<file path="src/rtl/chan_err_pkg.sv">
// Shared types, LFSR polynomial and helpers for the noisy-channel error injector.
package chan_err_pkg;

  typedef enum logic [1:0] {
    MODE_OFF      = 2'd0,
    MODE_PERIODIC = 2'd1,
    MODE_BURST    = 2'd2,
    MODE_RANDOM   = 2'd3
  } chan_mode_e;

  typedef enum logic [1:0] {
    S_IDLE  = 2'd0,
    S_RUN   = 2'd1,
    S_BURST = 2'd2,
    S_DONE  = 2'd3
  } chan_state_e;

  // Right-shift Galois form of x^16 + x^14 + x^13 + x^11 + 1.
  localparam logic [15:0] LFSR_TAPS = 16'hB400;

  function automatic logic [15:0] popcount(input logic [31:0] v);
    logic [15:0] n;
    n = 16'd0;
    for (int i = 0; i < 32; i++) begin
      n = n + {15'd0, v[i]};
    end
    return n;
  endfunction

endpackage

</file>
<file path="src/rtl/chan_lfsr16.sv">
// 16-bit Galois LFSR that advances one step per asserted step_i.
module chan_lfsr16
  import chan_err_pkg::*;
#(
  parameter logic [15:0] SEED = 16'hACE1
) (
  input  logic        clk,
  input  logic        rst,
  input  logic        step_i,
  output logic [15:0] lfsr_o
);

  logic [15:0] lfsr_q;
  logic [15:0] lfsr_d;

  always_comb begin
    lfsr_d = lfsr_q;
    if (step_i) begin
      lfsr_d = {1'b0, lfsr_q[15:1]} ^ (lfsr_q[0] ? LFSR_TAPS : 16'h0000);
    end
  end

  always_ff @(posedge clk) begin
    if (rst) begin
      lfsr_q <= SEED;
    end else begin
      lfsr_q <= lfsr_d;
    end
  end

  assign lfsr_o = lfsr_q;

endmodule

</file>
<file path="src/rtl/channel_error_injector.sv">
// Noisy-channel model: registers each symbol and XORs err_mask_i onto it per mode.
// Define CHAN_ERR_BIT_STATS_EN to enable the flipped-bit counter (tied 0 otherwise).
module channel_error_injector
  import chan_err_pkg::*;
#(
  parameter int          W           = 2,
  parameter int          PERIOD_LOG2 = 4,
  parameter int          BURST_LEN   = 2,
  parameter int          WINDOW      = 256,
  parameter logic [15:0] SEED        = 16'hACE1
) (
  input  logic         clk,
  input  logic         rst,
  input  logic [1:0]   mode_i,
  input  logic [W-1:0] err_mask_i,
  input  logic [3:0]   rate_i,
  input  logic         in_valid_i,
  input  logic [W-1:0] in_data_i,
  output logic         out_valid_o,
  output logic [W-1:0] out_data_o,
  output logic         err_inj_o,
  output logic         window_done_o,
  output logic [15:0]  inj_count_o,
  output logic [15:0]  bad_bit_count_o
);

  localparam int SCW = $clog2(WINDOW + 1);
  localparam int BCW = $clog2(BURST_LEN + 1);
  localparam logic [SCW-1:0]         LAST_SYM   = SCW'(WINDOW - 1);
  localparam logic [BCW-1:0]         BURST_LAST = BCW'(BURST_LEN - 1);
  localparam logic [PERIOD_LOG2-1:0] PER_THRESH = PERIOD_LOG2'(2**PERIOD_LOG2 - BURST_LEN);

  chan_state_e    state_q, state_d;
  chan_mode_e     mode_q, mode_d;
  chan_mode_e     eff_mode;
  logic [SCW-1:0] sym_ct_q, sym_ct_d;
  logic [BCW-1:0] burst_ct_q, burst_ct_d;
  logic           out_valid_q;
  logic [W-1:0]   out_data_q, out_data_d;
  logic           err_inj_q, err_inj_d;
  logic [15:0]    inj_count_q, inj_count_d;
  logic           trigger;
  logic           inject;
  logic           clear;
  logic [15:0]    lfsr_w;
  logic           unused_lfsr_hi;

  chan_lfsr16 #(.SEED(SEED)) u_lfsr (
    .clk   (clk),
    .rst   (rst),
    .step_i(in_valid_i),
    .lfsr_o(lfsr_w)
  );

  assign unused_lfsr_hi = ^lfsr_w[15:4];

  // A valid symbol arriving in IDLE with a non-OFF mode is already the first
  // eligible symbol of the window, so the mode is applied to it directly.
  always_comb begin
    state_d     = state_q;
    mode_d      = mode_q;
    eff_mode    = mode_q;
    sym_ct_d    = sym_ct_q;
    burst_ct_d  = burst_ct_q;
    out_data_d  = out_data_q;
    err_inj_d   = 1'b0;
    inj_count_d = inj_count_q;
    inject      = 1'b0;
    clear       = 1'b0;
    trigger     = (lfsr_w[3:0] < rate_i);

    if (in_valid_i) begin
      out_data_d = in_data_i;
    end

    if (chan_mode_e'(mode_i) == MODE_OFF) begin
      clear       = 1'b1;
      state_d     = S_IDLE;
      sym_ct_d    = '0;
      burst_ct_d  = '0;
      inj_count_d = 16'd0;
    end else if (in_valid_i && (state_q != S_DONE)) begin
      if (state_q == S_IDLE) begin
        eff_mode = chan_mode_e'(mode_i);
        mode_d   = chan_mode_e'(mode_i);
      end

      case (eff_mode)
        MODE_PERIODIC: inject = (sym_ct_q[PERIOD_LOG2-1:0] >= PER_THRESH);
        MODE_BURST:    inject = (state_q == S_BURST) || trigger;
        MODE_RANDOM:   inject = trigger;
        default:       inject = 1'b0;
      endcase

      state_d = S_RUN;
      if ((eff_mode == MODE_BURST) && inject) begin
        if (burst_ct_q == BURST_LAST) begin
          burst_ct_d = '0;
        end else begin
          burst_ct_d = burst_ct_q + BCW'(1);
          state_d    = S_BURST;
        end
      end

      // Window end wins over an unfinished burst.
      if (sym_ct_q == LAST_SYM) begin
        state_d    = S_DONE;
        burst_ct_d = '0;
      end
      sym_ct_d = sym_ct_q + SCW'(1);

      if (inject) begin
        out_data_d  = in_data_i ^ err_mask_i;
        err_inj_d   = 1'b1;
        inj_count_d = (inj_count_q == 16'hFFFF) ? inj_count_q : inj_count_q + 16'd1;
      end
    end
  end

  always_ff @(posedge clk) begin
    if (rst) begin
      state_q     <= S_IDLE;
      mode_q      <= MODE_OFF;
      sym_ct_q    <= '0;
      burst_ct_q  <= '0;
      out_valid_q <= 1'b0;
      out_data_q  <= '0;
      err_inj_q   <= 1'b0;
      inj_count_q <= 16'd0;
    end else begin
      state_q     <= state_d;
      mode_q      <= mode_d;
      sym_ct_q    <= sym_ct_d;
      burst_ct_q  <= burst_ct_d;
      out_valid_q <= in_valid_i;
      out_data_q  <= out_data_d;
      err_inj_q   <= err_inj_d;
      inj_count_q <= inj_count_d;
    end
  end

`ifdef CHAN_ERR_BIT_STATS_EN
  logic [15:0] bad_q, bad_d;
  logic [16:0] bad_sum;

  always_comb begin
    bad_sum = {1'b0, bad_q} + {1'b0, popcount(32'(in_data_i ^ out_data_d))};
    bad_d   = bad_q;
    if (clear) begin
      bad_d = 16'd0;
    end else if (inject) begin
      bad_d = bad_sum[16] ? 16'hFFFF : bad_sum[15:0];
    end
  end

  always_ff @(posedge clk) begin
    if (rst) begin
      bad_q <= 16'd0;
    end else begin
      bad_q <= bad_d;
    end
  end

  assign bad_bit_count_o = bad_q;
`else
  assign bad_bit_count_o = 16'd0;
`endif

  assign out_valid_o   = out_valid_q;
  assign out_data_o    = out_data_q;
  assign err_inj_o     = err_inj_q;
  assign window_done_o = (state_q == S_DONE);
  assign inj_count_o   = inj_count_q;

endmodule
</file>
<file path="config.mk">
export PLATFORM = sky130hd
export DESIGN_NAME = channel_error_injector
export DESIGN_NICKNAME = d
export VERILOG_FILES = /design/src/rtl/chan_err_pkg.sv /design/src/rtl/chan_lfsr16.sv /design/src/rtl/channel_error_injector.sv
export SDC_FILE = /design/constraint.sdc
export NUM_CORES = 1
export LEC_CHECK = 0
export ABC_AREA = 1
export CELL_PAD_IN_SITES_DETAIL_PLACEMENT = 0
export CELL_PAD_IN_SITES_GLOBAL_PLACEMENT = 1
export CORE_ASPECT_RATIO = 0.75
export CORE_MARGIN = 4
export CORE_UTILIZATION = 37
export DETAILED_ROUTE_END_ITERATION = 8
export PLACE_DENSITY_LB_ADDON = 0.1
export SETUP_SLACK_MARGIN = 0.05
export SYNTH_ARGS = -nofsm -noshare
export SYNTH_HDL_FRONTEND = slang
export SYNTH_SLANG_ARGS = --single-unit
export TNS_END_PERCENT = 30
</file>
<file path="constraint.sdc">
create_clock -name clk -period 2.17 [get_ports clk]
set_input_delay 0.217 -clock clk [delete_from_list [all_inputs] [get_ports clk]]
set_output_delay 0.217 -clock clk [all_outputs]
set_load 0.05 [all_outputs]
</file>
==> run metrics <==
CP max-delay cell=clkdlybuf4s50_1; post-DP HPWL=roughly 4400 um; root buffer cell=clkbuf_8; min Tclk post-route=1.88 ns; IO Pins=50; DRT iter0 DRCs=106; max_cap viols=0; ANT cells=0; worst min path class=flop to flop; hold depth=2; DR WL/cell=11.3 um; PortBufs=33; first-pass GRT wire length=roughly 11000 um; fin area=~0.0032 mm^2; Reg2Reg Depth=6; cts repair resizes=0; Post-Syn Instances=between 300 and 400; starting density of the core=about two fifths; Yosys top cell by area=dfxtp_1; Area growth syn-to-layout=18.7%; Fill cells=between 700 and 800; Die Ht=just over 80 um; Final Net Count=roughly 450; FFs w/ async S/R, synth=0%; Max Clock Freq=0.533 GHz; CTS tree=done; DP Area=between 0.003 and 0.004 mm^2; Num CTS Buffers=5; CP top delay family=buffers and inverters; H-tree Lvls=2; Synth top area share=a little under two fifths; Via Count=about 2400; vias per inst=around 4.5; number of flops mapped to enable cells by yosys=0; initial antenna violation count=0; reg2reg end=inj_count_o[15]; crit path setup slack, layout=slightly below 0.3 ns; worst hold margin=about 0.44 ns; setup violators final=0; WL final=roughly 5900 um; synth unique cells=34; Worst slew margin=61.1%; Post-synth top cells=nand2_1 (83), dfxtp_1 (51), nor2_1 (51); Reg2Reg Launch Point=inj_count_o[7]; hold buffer count at CTS=0; Post-CTS Setup Inserts=0; outcome=complete, no violations; Pins Over Slew Limit=0; arrival time at the worst endpoint=approximately 1.7 ns; sequential fraction of the synthesis area=a little under two fifths; critical-path maximum fanout=5; power density cells=~600 mW/mm^2; largest cells by area after synthesis=dfxtp_1 (37%), nand2_1 (11%), nor2_1 (7.0%); worst vdd ir=0.000257 V; final hold violation count=0; synth warn=0; Worst Hold End=burst_ct_q[1]; layout cell share with drive strength beyond 1=8.22%; Tcrit/Tclk final=86.5%; Total GRT Usage=about 15%; cell leakage power=around 0.0014 uW; RSZ-0062 raised after global routing=no; slowest stage delay, CP=between 0.7 and 0.8 ns; worst slew pin tran=a little under 0.6 ns; critical path startpoint category=flop; die extent in x=about 110 um; Post-Route Setup TNS=0 ns; grt total ovfl=0; count leader, synth=nand2_1; pin count of the biggest net entering global routing=21; Core ar.=between 0.006 and 0.007 mm^2; row count=26; DIE AREA=0.00885 mm^2; Worst Path Required=roughly 2.0 ns; Final ANT Viol Nets=0; CP endpoint kind=output port; CP Buf/Inv Count=2; R2R Setup Slk=~0.43 ns; Worst Hold Launch=burst_ct_q[1]; clk sinks=between 50 and 60; Initial DRT Pass Iterations=4; Post-Syn Area per Cell=7.11 um^2; Synth Register Bits=51; clock-pin slew on the worst setup and hold paths=approximately 0.090 ns; CTS max path bufs=2; Synth Cell Area=~0.0027 mm^2; Remaining DRCs=0; worst-skew pair later-pin latency=roughly 0.30 ns; pre-CTS WS=0.161 ns; crit path kind=flop to output port; GPL Wtd Cong=between 0.7 and 0.8; Post-synth top flop=dfxtp_1; Setup Skew=roughly 0.004 ns; vias in the first global route=2226; CP cell instances=nand2_1, inv_1, clkdlybuf4s50_1
layout make-up:
class,count,area [um^2],area share (%)
inverters,41,154,4.74
multi-input cells,280,1440,44.3
repair buffers,46,428,13.2
well taps,98,123,3.77
clock inverters,2,12.5,0.385
clock buffers,6,72.6,2.23
flip-flops and latches,51,1020,31.4
worst reg2reg max path: stages, from the launching register on:
cell and delay (ns):
dfxtp_1 0.42, nand2_1 0.11, nor2_2 0.34, nand4_4 0.29
nand3_4 0.29, nand2_1 0.09, a21oi_1 0.14
metal layers:
metal | routed length, um | track usage, %
met1 | 3110 | 20.4
met2 | 2450 | 22.8
met3 | 296 | 2.95
met4 | 51 | 3.83
met5 | 0 | 0
cell families after synthesis:
| kind of cell | synth area share, % |
|---|---|
| AND/OR/NAND/NOR | 30.5 |
| buffers and inverters | 12.2 |
| AO/OA/AOI/OAI | 12.8 |
| flip-flops | 37.3 |
| XOR/XNOR | 3.52 |
| adder cells (fa/ha/maj) | 3.20 |
| other | 0.137 |
| multiplexers | 0.366 |
registers in the layout, summed over array words and instances (netlist names):
name           flops
mode_q             2
burst_ct_q         2
u_lfsr.lfsr_o     16
err_inj_o          1
out_data_o         2
state_q            2
sym_ct_q           9
inj_count_o       16
out_valid_o        1
cell usage in the layout, fill, tap and decap left out, drive strengths merged:
cell,n
nand3,21
ha,7
dfxtp,51
a31oi,2
buf,13
nand3b,1
clkdlybuf4s50,33
a211oi,1
o21ai,21
nand4,22
a21oi,31
clkinv,2
and2,2
o21bai,1
clkbuf,6
nor3,2
nand2,84
xor2,9
clkinvlp,1
inv,40
o21a,1
xnor2,2
nor2,54
conb,16
mux2i,1
o211ai,2
how the worst max path moves through the flow:
| stage | startpoint | end | slack, ns | cells after the start |
|---|---|---|---|---|
| 3_3_place_gp | rate_i[3] | out_data_o[1] | 0.23 | 9 |
| 3_5_place_dp | rate_i[3] | out_data_o[1] | 0.16 | 9 |
| 4_1_cts | state_q[0] | window_done_o | 0.27 | 3 |
| 5_1_grt | state_q[1] | window_done_o | 0.17 | 3 |
| 6_report | state_q[1] | window_done_o | 0.29 | 3 |
| 2_1_floorplan | inj_count_o[1] | inj_count_o[11] | 0.21 | 8 |
where the power goes:
group | internal (uW) | switching [uW] | leakage [uW]
Combinational | 108 | 246 | 0.000910
Sequential | 978 | 26.6 | 0.000418
Clock | 226 | 319 | 0.0000412
Total | 1310 | 592 | 0.00137
per-stage QoR:
stage	total power [uW]	std cells	utilization (%)
2_1_floorplan	1310	400	-
5_1_grt	2010	524	46.5
3_5_place_dp	1380	516	45.2
6_report	1900	524	46.5
3_3_place_gp	1380	516	45.2
4_1_cts	1930	524	46.5
Note: power is estimated with default switching activity, not from simulation.
